File: src/rtl/uart_bridge_pkg.sv
// Shared types and helpers for the UART stream bridge.
package uart_bridge_pkg;

  typedef enum logic [1:0] {
    IDLE = 2'd0,
    LOAD = 2'd1,
    BUSY = 2'd2
  } tx_state_t;

  function automatic int lvl_w(input int depth);
    return $clog2(depth + 1);
  endfunction

endpackage

File: src/rtl/uart_stream_bridge_if.sv
// Bridge-side bundle: UART core pins, processor stream ports, status and statistics.
interface uart_stream_bridge_if
  import uart_bridge_pkg::*;
#(
  parameter int DATA_W   = 8,
  parameter int RX_DEPTH = 16,
  parameter int TX_DEPTH = 16,
  parameter int CNT_W    = 16
);
  localparam int RX_LW = lvl_w(RX_DEPTH);
  localparam int TX_LW = lvl_w(TX_DEPTH);

  logic [DATA_W-1:0] rx_data;
  logic              rx_done;
  logic [DATA_W-1:0] m_data;
  logic              m_valid;
  logic              m_ready;
  logic [DATA_W-1:0] s_data;
  logic              s_valid;
  logic              s_ready;
  logic [DATA_W-1:0] tx_data;
  logic              tx_enable;
  logic              tx_done;
  logic              rx_overflow;
  logic              clr_ovf;
  logic [RX_LW-1:0]  rx_level;
  logic [TX_LW-1:0]  tx_level;
  logic [CNT_W-1:0]  rx_count;
  logic [CNT_W-1:0]  tx_count;

  modport slave (
    input  rx_data, rx_done, m_ready, s_data, s_valid, tx_done, clr_ovf,
    output m_data, m_valid, s_ready, tx_data, tx_enable, rx_overflow,
           rx_level, tx_level, rx_count, tx_count
  );

  modport master (
    output rx_data, rx_done, m_ready, s_data, s_valid, tx_done, clr_ovf,
    input  m_data, m_valid, s_ready, tx_data, tx_enable, rx_overflow,
           rx_level, tx_level, rx_count, tx_count
  );

endinterface

File: src/rtl/sync_fifo.sv
// Show-ahead synchronous FIFO; a push while full is accepted only if a pop frees a slot that cycle.
module sync_fifo
  import uart_bridge_pkg::*;
#(
  parameter  int DATA_W = 8,
  parameter  int DEPTH  = 16,
  localparam int LW     = lvl_w(DEPTH)
) (
  input  logic              clk,
  input  logic              rst,
  input  logic              push,
  input  logic [DATA_W-1:0] push_data,
  input  logic              pop,
  output logic [DATA_W-1:0] head,
  output logic              full,
  output logic              empty,
  output logic [LW-1:0]     level
);
  localparam int AW = $clog2(DEPTH);

  logic [DATA_W-1:0] mem [DEPTH];
  logic [AW:0]       wptr;
  logic [AW:0]       rptr;
  logic              wr;
  logic              rd;

  assign empty = (wptr == rptr);
  assign full  = (wptr[AW] != rptr[AW]) && (wptr[AW-1:0] == rptr[AW-1:0]);
  assign rd    = pop & ~empty;
  assign wr    = push & (~full | rd);
  assign head  = mem[rptr[AW-1:0]];
  assign level = wptr - rptr;

  always_ff @(posedge clk) begin
    if (wr) mem[wptr[AW-1:0]] <= push_data;
  end

  always_ff @(posedge clk or posedge rst) begin
    if (rst) begin
      wptr <= '0;
      rptr <= '0;
    end else begin
      if (wr) wptr <= wptr + 1'b1;
      if (rd) rptr <= rptr + 1'b1;
    end
  end

endmodule

File: src/rtl/uart_stream_bridge.sv
// Buffers UART RX words into a valid/ready stream and drains a TX FIFO into the TX core.
// Optional statistics counters enabled by UART_BRIDGE_STATS_EN.
module uart_stream_bridge
  import uart_bridge_pkg::*;
#(
  parameter int DATA_W   = 8,
  parameter int RX_DEPTH = 16,
  parameter int TX_DEPTH = 16,
  parameter int CNT_W    = 16
) (
  input logic                 clk,
  input logic                 rst,
  uart_stream_bridge_if.slave bus
);
  localparam int RX_LW = lvl_w(RX_DEPTH);
  localparam int TX_LW = lvl_w(TX_DEPTH);

  logic [DATA_W-1:0] rx_head;
  logic              rx_full;
  logic              rx_empty;
  logic              rx_pop;
  logic [RX_LW-1:0]  rx_level;

  logic [DATA_W-1:0] tx_head;
  logic              tx_full;
  logic              tx_empty;
  logic              tx_pop;
  logic [TX_LW-1:0]  tx_level;

  tx_state_t         state;
  logic [DATA_W-1:0] tx_data_q;
  logic              tx_en_q;
  logic              ovf_q;

  assign rx_pop = ~rx_empty & bus.m_ready;

  sync_fifo #(.DATA_W(DATA_W), .DEPTH(RX_DEPTH)) u_rx_fifo (
    .clk       (clk),
    .rst       (rst),
    .push      (bus.rx_done),
    .push_data (bus.rx_data),
    .pop       (rx_pop),
    .head      (rx_head),
    .full      (rx_full),
    .empty     (rx_empty),
    .level     (rx_level)
  );

  sync_fifo #(.DATA_W(DATA_W), .DEPTH(TX_DEPTH)) u_tx_fifo (
    .clk       (clk),
    .rst       (rst),
    .push      (bus.s_valid & ~tx_full),
    .push_data (bus.s_data),
    .pop       (tx_pop),
    .head      (tx_head),
    .full      (tx_full),
    .empty     (tx_empty),
    .level     (tx_level)
  );

  // FIFO storage is not reset, so the head is masked to keep m_data at zero when empty
  assign bus.m_data   = rx_empty ? '0 : rx_head;
  assign bus.m_valid  = ~rx_empty;
  assign bus.s_ready  = ~tx_full;
  assign bus.rx_level = rx_level;
  assign bus.tx_level = tx_level;

  always_ff @(posedge clk or posedge rst) begin
    if (rst) begin
      ovf_q <= 1'b0;
    end else if (bus.rx_done & rx_full & ~rx_pop) begin
      ovf_q <= 1'b1;
    end else if (bus.clr_ovf) begin
      ovf_q <= 1'b0;
    end
  end

  assign bus.rx_overflow = ovf_q;

  assign tx_pop = (state == IDLE) & ~tx_empty;

  always_ff @(posedge clk or posedge rst) begin
    if (rst) begin
      state     <= IDLE;
      tx_data_q <= '0;
      tx_en_q   <= 1'b0;
    end else begin
      case (state)
        IDLE: begin
          if (!tx_empty) begin
            tx_data_q <= tx_head;
            tx_en_q   <= 1'b1;
            state     <= LOAD;
          end
        end
        LOAD: begin
          tx_en_q <= 1'b0;
          state   <= BUSY;
        end
        BUSY: begin
          if (bus.tx_done) state <= IDLE;
        end
        default: begin
          tx_en_q <= 1'b0;
          state   <= IDLE;
        end
      endcase
    end
  end

  assign bus.tx_data   = tx_data_q;
  assign bus.tx_enable = tx_en_q;

`ifdef UART_BRIDGE_STATS_EN
  logic [CNT_W-1:0] rx_cnt_q;
  logic [CNT_W-1:0] tx_cnt_q;

  always_ff @(posedge clk or posedge rst) begin
    if (rst) begin
      rx_cnt_q <= '0;
      tx_cnt_q <= '0;
    end else begin
      if (bus.rx_done & (~rx_full | rx_pop)) rx_cnt_q <= rx_cnt_q + 1'b1;
      if ((state == BUSY) & bus.tx_done)     tx_cnt_q <= tx_cnt_q + 1'b1;
    end
  end

  assign bus.rx_count = rx_cnt_q;
  assign bus.tx_count = tx_cnt_q;
`else
  assign bus.rx_count = '0;
  assign bus.tx_count = '0;
`endif

endmodule
File: src/flat_wrapper.sv
// flat-port wrapper written by rule: the top's interface ports become plain ports
module uart_stream_bridge_flat import uart_bridge_pkg::*;
#(
  parameter int DATA_W   = 8,
  parameter int RX_DEPTH = 16,
  parameter int TX_DEPTH = 16,
  parameter int CNT_W    = 16
)
  (clk, rst, bus_rx_data, bus_rx_done, bus_m_ready, bus_s_data, bus_s_valid, bus_tx_done, bus_clr_ovf, bus_m_data, bus_m_valid, bus_s_ready, bus_tx_data, bus_tx_enable, bus_rx_overflow, bus_rx_level, bus_tx_level, bus_rx_count, bus_tx_count);
  uart_stream_bridge_if #(.DATA_W(DATA_W), .RX_DEPTH(RX_DEPTH), .TX_DEPTH(TX_DEPTH), .CNT_W(CNT_W)) bus_i ();
  input logic clk;
  input logic rst;
  input wire logic [$bits(bus_i.rx_data)-1:0] bus_rx_data;
  input wire logic [$bits(bus_i.rx_done)-1:0] bus_rx_done;
  input wire logic [$bits(bus_i.m_ready)-1:0] bus_m_ready;
  input wire logic [$bits(bus_i.s_data)-1:0] bus_s_data;
  input wire logic [$bits(bus_i.s_valid)-1:0] bus_s_valid;
  input wire logic [$bits(bus_i.tx_done)-1:0] bus_tx_done;
  input wire logic [$bits(bus_i.clr_ovf)-1:0] bus_clr_ovf;
  output wire logic [$bits(bus_i.m_data)-1:0] bus_m_data;
  output wire logic [$bits(bus_i.m_valid)-1:0] bus_m_valid;
  output wire logic [$bits(bus_i.s_ready)-1:0] bus_s_ready;
  output wire logic [$bits(bus_i.tx_data)-1:0] bus_tx_data;
  output wire logic [$bits(bus_i.tx_enable)-1:0] bus_tx_enable;
  output wire logic [$bits(bus_i.rx_overflow)-1:0] bus_rx_overflow;
  output wire logic [$bits(bus_i.rx_level)-1:0] bus_rx_level;
  output wire logic [$bits(bus_i.tx_level)-1:0] bus_tx_level;
  output wire logic [$bits(bus_i.rx_count)-1:0] bus_rx_count;
  output wire logic [$bits(bus_i.tx_count)-1:0] bus_tx_count;
  assign bus_i.rx_data = bus_rx_data;
  assign bus_i.rx_done = bus_rx_done;
  assign bus_i.m_ready = bus_m_ready;
  assign bus_i.s_data = bus_s_data;
  assign bus_i.s_valid = bus_s_valid;
  assign bus_i.tx_done = bus_tx_done;
  assign bus_i.clr_ovf = bus_clr_ovf;
  assign bus_m_data = bus_i.m_data;
  assign bus_m_valid = bus_i.m_valid;
  assign bus_s_ready = bus_i.s_ready;
  assign bus_tx_data = bus_i.tx_data;
  assign bus_tx_enable = bus_i.tx_enable;
  assign bus_rx_overflow = bus_i.rx_overflow;
  assign bus_rx_level = bus_i.rx_level;
  assign bus_tx_level = bus_i.tx_level;
  assign bus_rx_count = bus_i.rx_count;
  assign bus_tx_count = bus_i.tx_count;
  uart_stream_bridge #(.DATA_W(DATA_W), .RX_DEPTH(RX_DEPTH), .TX_DEPTH(TX_DEPTH), .CNT_W(CNT_W)) u_core (.clk(clk), .rst(rst), .bus(bus_i));
endmodule
File: config.mk
export PLATFORM = sky130hd
export DESIGN_NAME = uart_stream_bridge_flat
export DESIGN_NICKNAME = d
export VERILOG_FILES = /design/src/rtl/uart_bridge_pkg.sv /design/src/rtl/uart_stream_bridge_if.sv /design/src/rtl/sync_fifo.sv /design/src/rtl/uart_stream_bridge.sv /design/src/flat_wrapper.sv
export SDC_FILE = /design/constraint.sdc
export NUM_CORES = 1
export LEC_CHECK = 0
export ABC_CLOCK_PERIOD_IN_PS = 4180
export CELL_PAD_IN_SITES_DETAIL_PLACEMENT = 0
export CELL_PAD_IN_SITES_GLOBAL_PLACEMENT = 2
export CORE_UTILIZATION = 44
export CTS_CLUSTER_DIAMETER = 50
export DETAILED_ROUTE_END_ITERATION = 8
export PLACE_DENSITY = 0.86
export SYNTH_ARGS = -nofsm -noshare
export SYNTH_HDL_FRONTEND = slang
export SYNTH_SLANG_ARGS = --single-unit
export TNS_END_PERCENT = 10
File: constraint.sdc
create_clock -name clk -period 4.18 [get_ports clk]
set_input_delay 1.045 -clock clk [delete_from_list [all_inputs] [get_ports clk]]
set_output_delay 1.045 -clock clk [all_outputs]
set_load 0.05 [all_outputs]
==> metrics.csv <==
stage;metric;value;unit
synthesis;Post-synth EDFFs;256;
finish;commonest non-fill, non-tap cells in the layout;edfxtp_1, mux4_2, mux2i_1;
global_routing;GR Util All Layers;16.83;%
cts;clk sinks;288;
drt;DR vias;5906;
min_path;Cells on Worst Hold Path;1;
timing;Slew headroom;32.73;%
drt;TritonRoute pass-1 iters;7;
finish;fin cells;1091;
critical_path;worst r2r dst;u_core.u_tx_fifo.mem[13][3]$_DFFE_PP_;
finish;Fillers;2108;
finish;layout cells sized above 1;16.67;%
floorplanning;full die area;0.02762;sq mm
timing;Max Fclk;245.6;MHz
critical_path;R2R Setup Slk;1.32;ns
finish;Area growth, synth to finish;15.90;%
global_routing;grt ovf;0;
pwr;clock share of power;24.7;%
pwr;Sw Share;37.52;%
finish;Final #Nets;777;
cts;CTS max path bufs;3;
critical_path;worst r2r src;u_core.u_tx_fifo.wptr[2]$_DFFE_PP0P_;
critical_path;WP data arrival;3.03;ns
floorplanning;Starting Density;45.14;%
cts;CTS Buf Count;34;
pwr;largest vdd supply drop;0.6513;mV
drt;drt drc;8;
timing;RSZ-0062 raised after global routing;no;
synthesis;Yosys warnings;0;
critical_path;critical path peak fanout;4;
cts;hold buffer count at cts;0;
cts;CTS tree;yes;
timing;Fin. Hold Viols;0;
timing;fin crit share;97.41;%
timing;Sum Neg Setup Slack;0;ns
pwr;part of the power in registers;34.0;%
min_path;Min-Delay Startpoint;u_core.bus.tx_enable$_DFFE_PP0P_;
timing;post-layout minimum cycle time;4.072;ns
placed_design;DPL Wire Length;14.54;mm
global_routing;vias in the first global route;6191;
timing;clock skew;0.03043;ns
synthesis;asr flop ratio synth;11.11;%
cts;root buffer cell;clkbuf_16;
floorplanning;Die W;166.2;um
placed_design;number of port buffers;52;
min_path;HP Class;reg2reg;
timing;Slew Viols, Final;0;
timing;setup violators final;0;
synthesis;Distinct cells, synth;36;
critical_path;Critical Path RT;3.13;ns
pwr;pwr dens;824.2;mW/mm^2
synthesis;Main synth FF type;edfxtp_1;
cts;Clock transition at path regs;0.06;ns
synthesis;Seq/Total Area, Yosys;71.55;%
drt;Avg Vias per Cell;5.413;
min_path;Worst Hold End;u_core.bus.tx_enable$_DFFE_PP0P_;
status;violated checks;DRC;
critical_path;critical path endpoint category;output pin;
drt;Routed WL per cell;20.67;um
cts;H-tree Lvls;2;
finish;commonest non-fill, non-tap cell in the layout;edfxtp_1;
timing;slew at the pin with the worst max-slew slack;1.006;ns
global_routing;global-route wire length before repair;35.87;mm
cts;post-CTS setup buffer count;0;
drt;final antenna-violating net count;0;
drt;total wire length;22.55;mm
placed_design;cell count after placement;1033;
synthesis;Yosys reg bits;288;
synthesis;Post-Syn Area;0.01186;sq mm
synthesis;Cells after Synth;661;
floorplanning;# IOs;85;
timing;hold_ws;0.4874;ns
floorplanning;core box area;0.02628;sq mm
critical_path;FF-to-FF path depth;5;
critical_path;Critical-path top delay cell;clkdlybuf4s50_1;
floorplanning;Chip Height;166.2;um
finish;diodes inserted;0;
critical_path;CP Launch Type;flop;
pwr;Switch Pwr;4.252;mW
synthesis;syn_area_per_cell;17.95;sq um
critical_path;Critical Path, Cell by Cell;inv_1 > ha_1 > inv_1 > fa_1 > a21o_1 > a21oi_1 > xnor2_1 > clkdlybuf4s50_1;
global_routing;largest net degree at the start of global routing;51;
placed_design;gp weighted congestion;0.7381;
status;outcome;finished with violations;
critical_path;Crit Path Category;reg2out;
floorplanning;num rows;59;
global_routing;initial antenna violation count;0;
critical_path;Worst path max stage delay;0.82;ns
pwr;combinational power share;41.2;%
critical_path;crit-path most repeated cell;inv_1;
cts;later-pin clock latency in the skew report;0.52;ns
drt;DRT iter0 DRCs;367;
pwr;Leak;4.751;nW
cts;CTS resizes;0;
job;Max Cap Viol;0;
pwr;Pint;7.081;mW
## Yosys cell counts, drive strengths merged (2+ instances only)
library cell  instances  area (sq um)
fa                    2         40.04
and4                  2         17.52
mux4                 48          1081
ha                   18         225.2
a21o                  5         37.54
xnor2                21         183.9
nor2                 39         146.4
edfxtp              256          7687
nand4                 9         56.30
clkbuf                4         15.01
a21boi                2         18.77
nand3                 2         10.01
nand2b                4         25.02
a31oi                 8         50.05
inv                  22         82.58
nand2                21         78.83
a22oi                 8         60.06
dfrtp                32         800.8
nor3                  9         45.04
buf                  56         424.2
o22ai                24         150.1
o21ai                 6         30.03
nand3b                2         15.01
xor2                  4         35.03
a21oi                 4         20.02
mux2i                48         480.5
## worst max-delay path by stage
stage                     slack (ns)                                 start         endpoint
final                           0.11  u_core.u_tx_fifo.wptr[0]$_DFFE_PP0P_  bus_tx_level[4]
after global routing         0.00009  u_core.u_tx_fifo.wptr[0]$_DFFE_PP0P_  bus_tx_level[4]
after CTS                       0.08  u_core.u_tx_fifo.wptr[0]$_DFFE_PP0P_  bus_tx_level[4]
after detailed placement        0.63  u_core.u_tx_fifo.wptr[0]$_DFFE_PP0P_  bus_tx_level[4]
after global placement          0.66  u_core.u_tx_fifo.rptr[0]$_DFFE_PP0P_  bus_tx_level[4]
after floorplan                 0.28  u_core.u_rx_fifo.rptr[1]$_DFFE_PP0P_    bus_m_data[6]
## layer usage
metal / share of wire [%] / global-route usage [%] / up-vias
li1: - / - / 2660
met1: 42 / 21.86 / 3002
met2: 50 / 28.60 / 194
met3: 5.6 / 3.098 / 50
met4: 2.6 / 5.607 / 0
met5: 0 / 0 / -
## layout make-up
cell class / count / area, sq um / area share (%)
Sequential cell: 288 / 8491 / 61.75
Multi-Input combinational cell: 322 / 2970 / 21.60
Clock buffer: 38 / 887.1 / 6.451
Timing Repair Buffer: 66 / 710.7 / 5.168
Tap cell: 335 / 419.2 / 3.048
Clock inverter: 20 / 190.2 / 1.383
Inverter: 22 / 82.58 / 0.6005
## flip-flops by register name (all words and copies together), names as in the netlist
signal / count
u_core.u_rx_fifo.mem: 128
u_core.u_tx_fifo.wptr: 5
u_core.u_tx_fifo.rptr: 5
u_core.bus.tx_data: 8
u_core.u_rx_fifo.wptr: 5
u_core.bus.rx_overflow: 1
u_core.u_tx_fifo.mem: 128
u_core.state: 2
u_core.bus.tx_enable: 1
u_core.u_rx_fifo.rptr: 5
## cells by family (layout without fill, tap and decap cells)
logic type      count (synthesis)  in the layout  share of synthesized area [%]
fa+ha+maj                      20             20                          2.236
xor+xnor                       25             25                          1.846
simple gates                   90             90                          3.449
compound gates                 59             59                          3.333
flops                         288            288                          71.55
other cells                     1             32                        0.03161
buf+inv                        82            146                          4.398
mux                            96             96                          13.16
## worst max-delay path: cells and delay by family (launching register included)
| kind | cells | cell delay [ns] |
|---|---|---|
| adder cells (fa/ha/maj) | 2 | 0.56 |
| XOR/XNOR | 1 | 0.14 |
| flip-flops | 1 | 0.42 |
| buffers and inverters | 3 | 1.04 |
| AO/OA/AOI/OAI | 2 | 0.34 |
## stage by stage
stage	worst slack (ns)	area, sq um	power (mW)	utilization (%)
after floorplan	0.2826	11980	7.188	-
after global placement	0.6597	12670	8.520	48.22
after detailed placement	0.6268	12670	8.611	48.22
after CTS	0.07584	13750	11.44	52.32
after global routing	0.00008615	13750	11.85	52.32
final	0.1082	13750	11.33	52.32
## power by group through the flow
stage / clock network [mW] / registers [mW] / logic, mW
final: 2.80 / 3.86 / 4.67
after floorplan: 0 / 3.91 / 3.28
after global routing: 2.97 / 3.90 / 4.98
after CTS: 2.86 / 3.86 / 4.73
after global placement: 0 / 3.87 / 4.64
after detailed placement: 0 / 3.91 / 4.70
No activity file was read; power rests on OpenSTA's default activity.
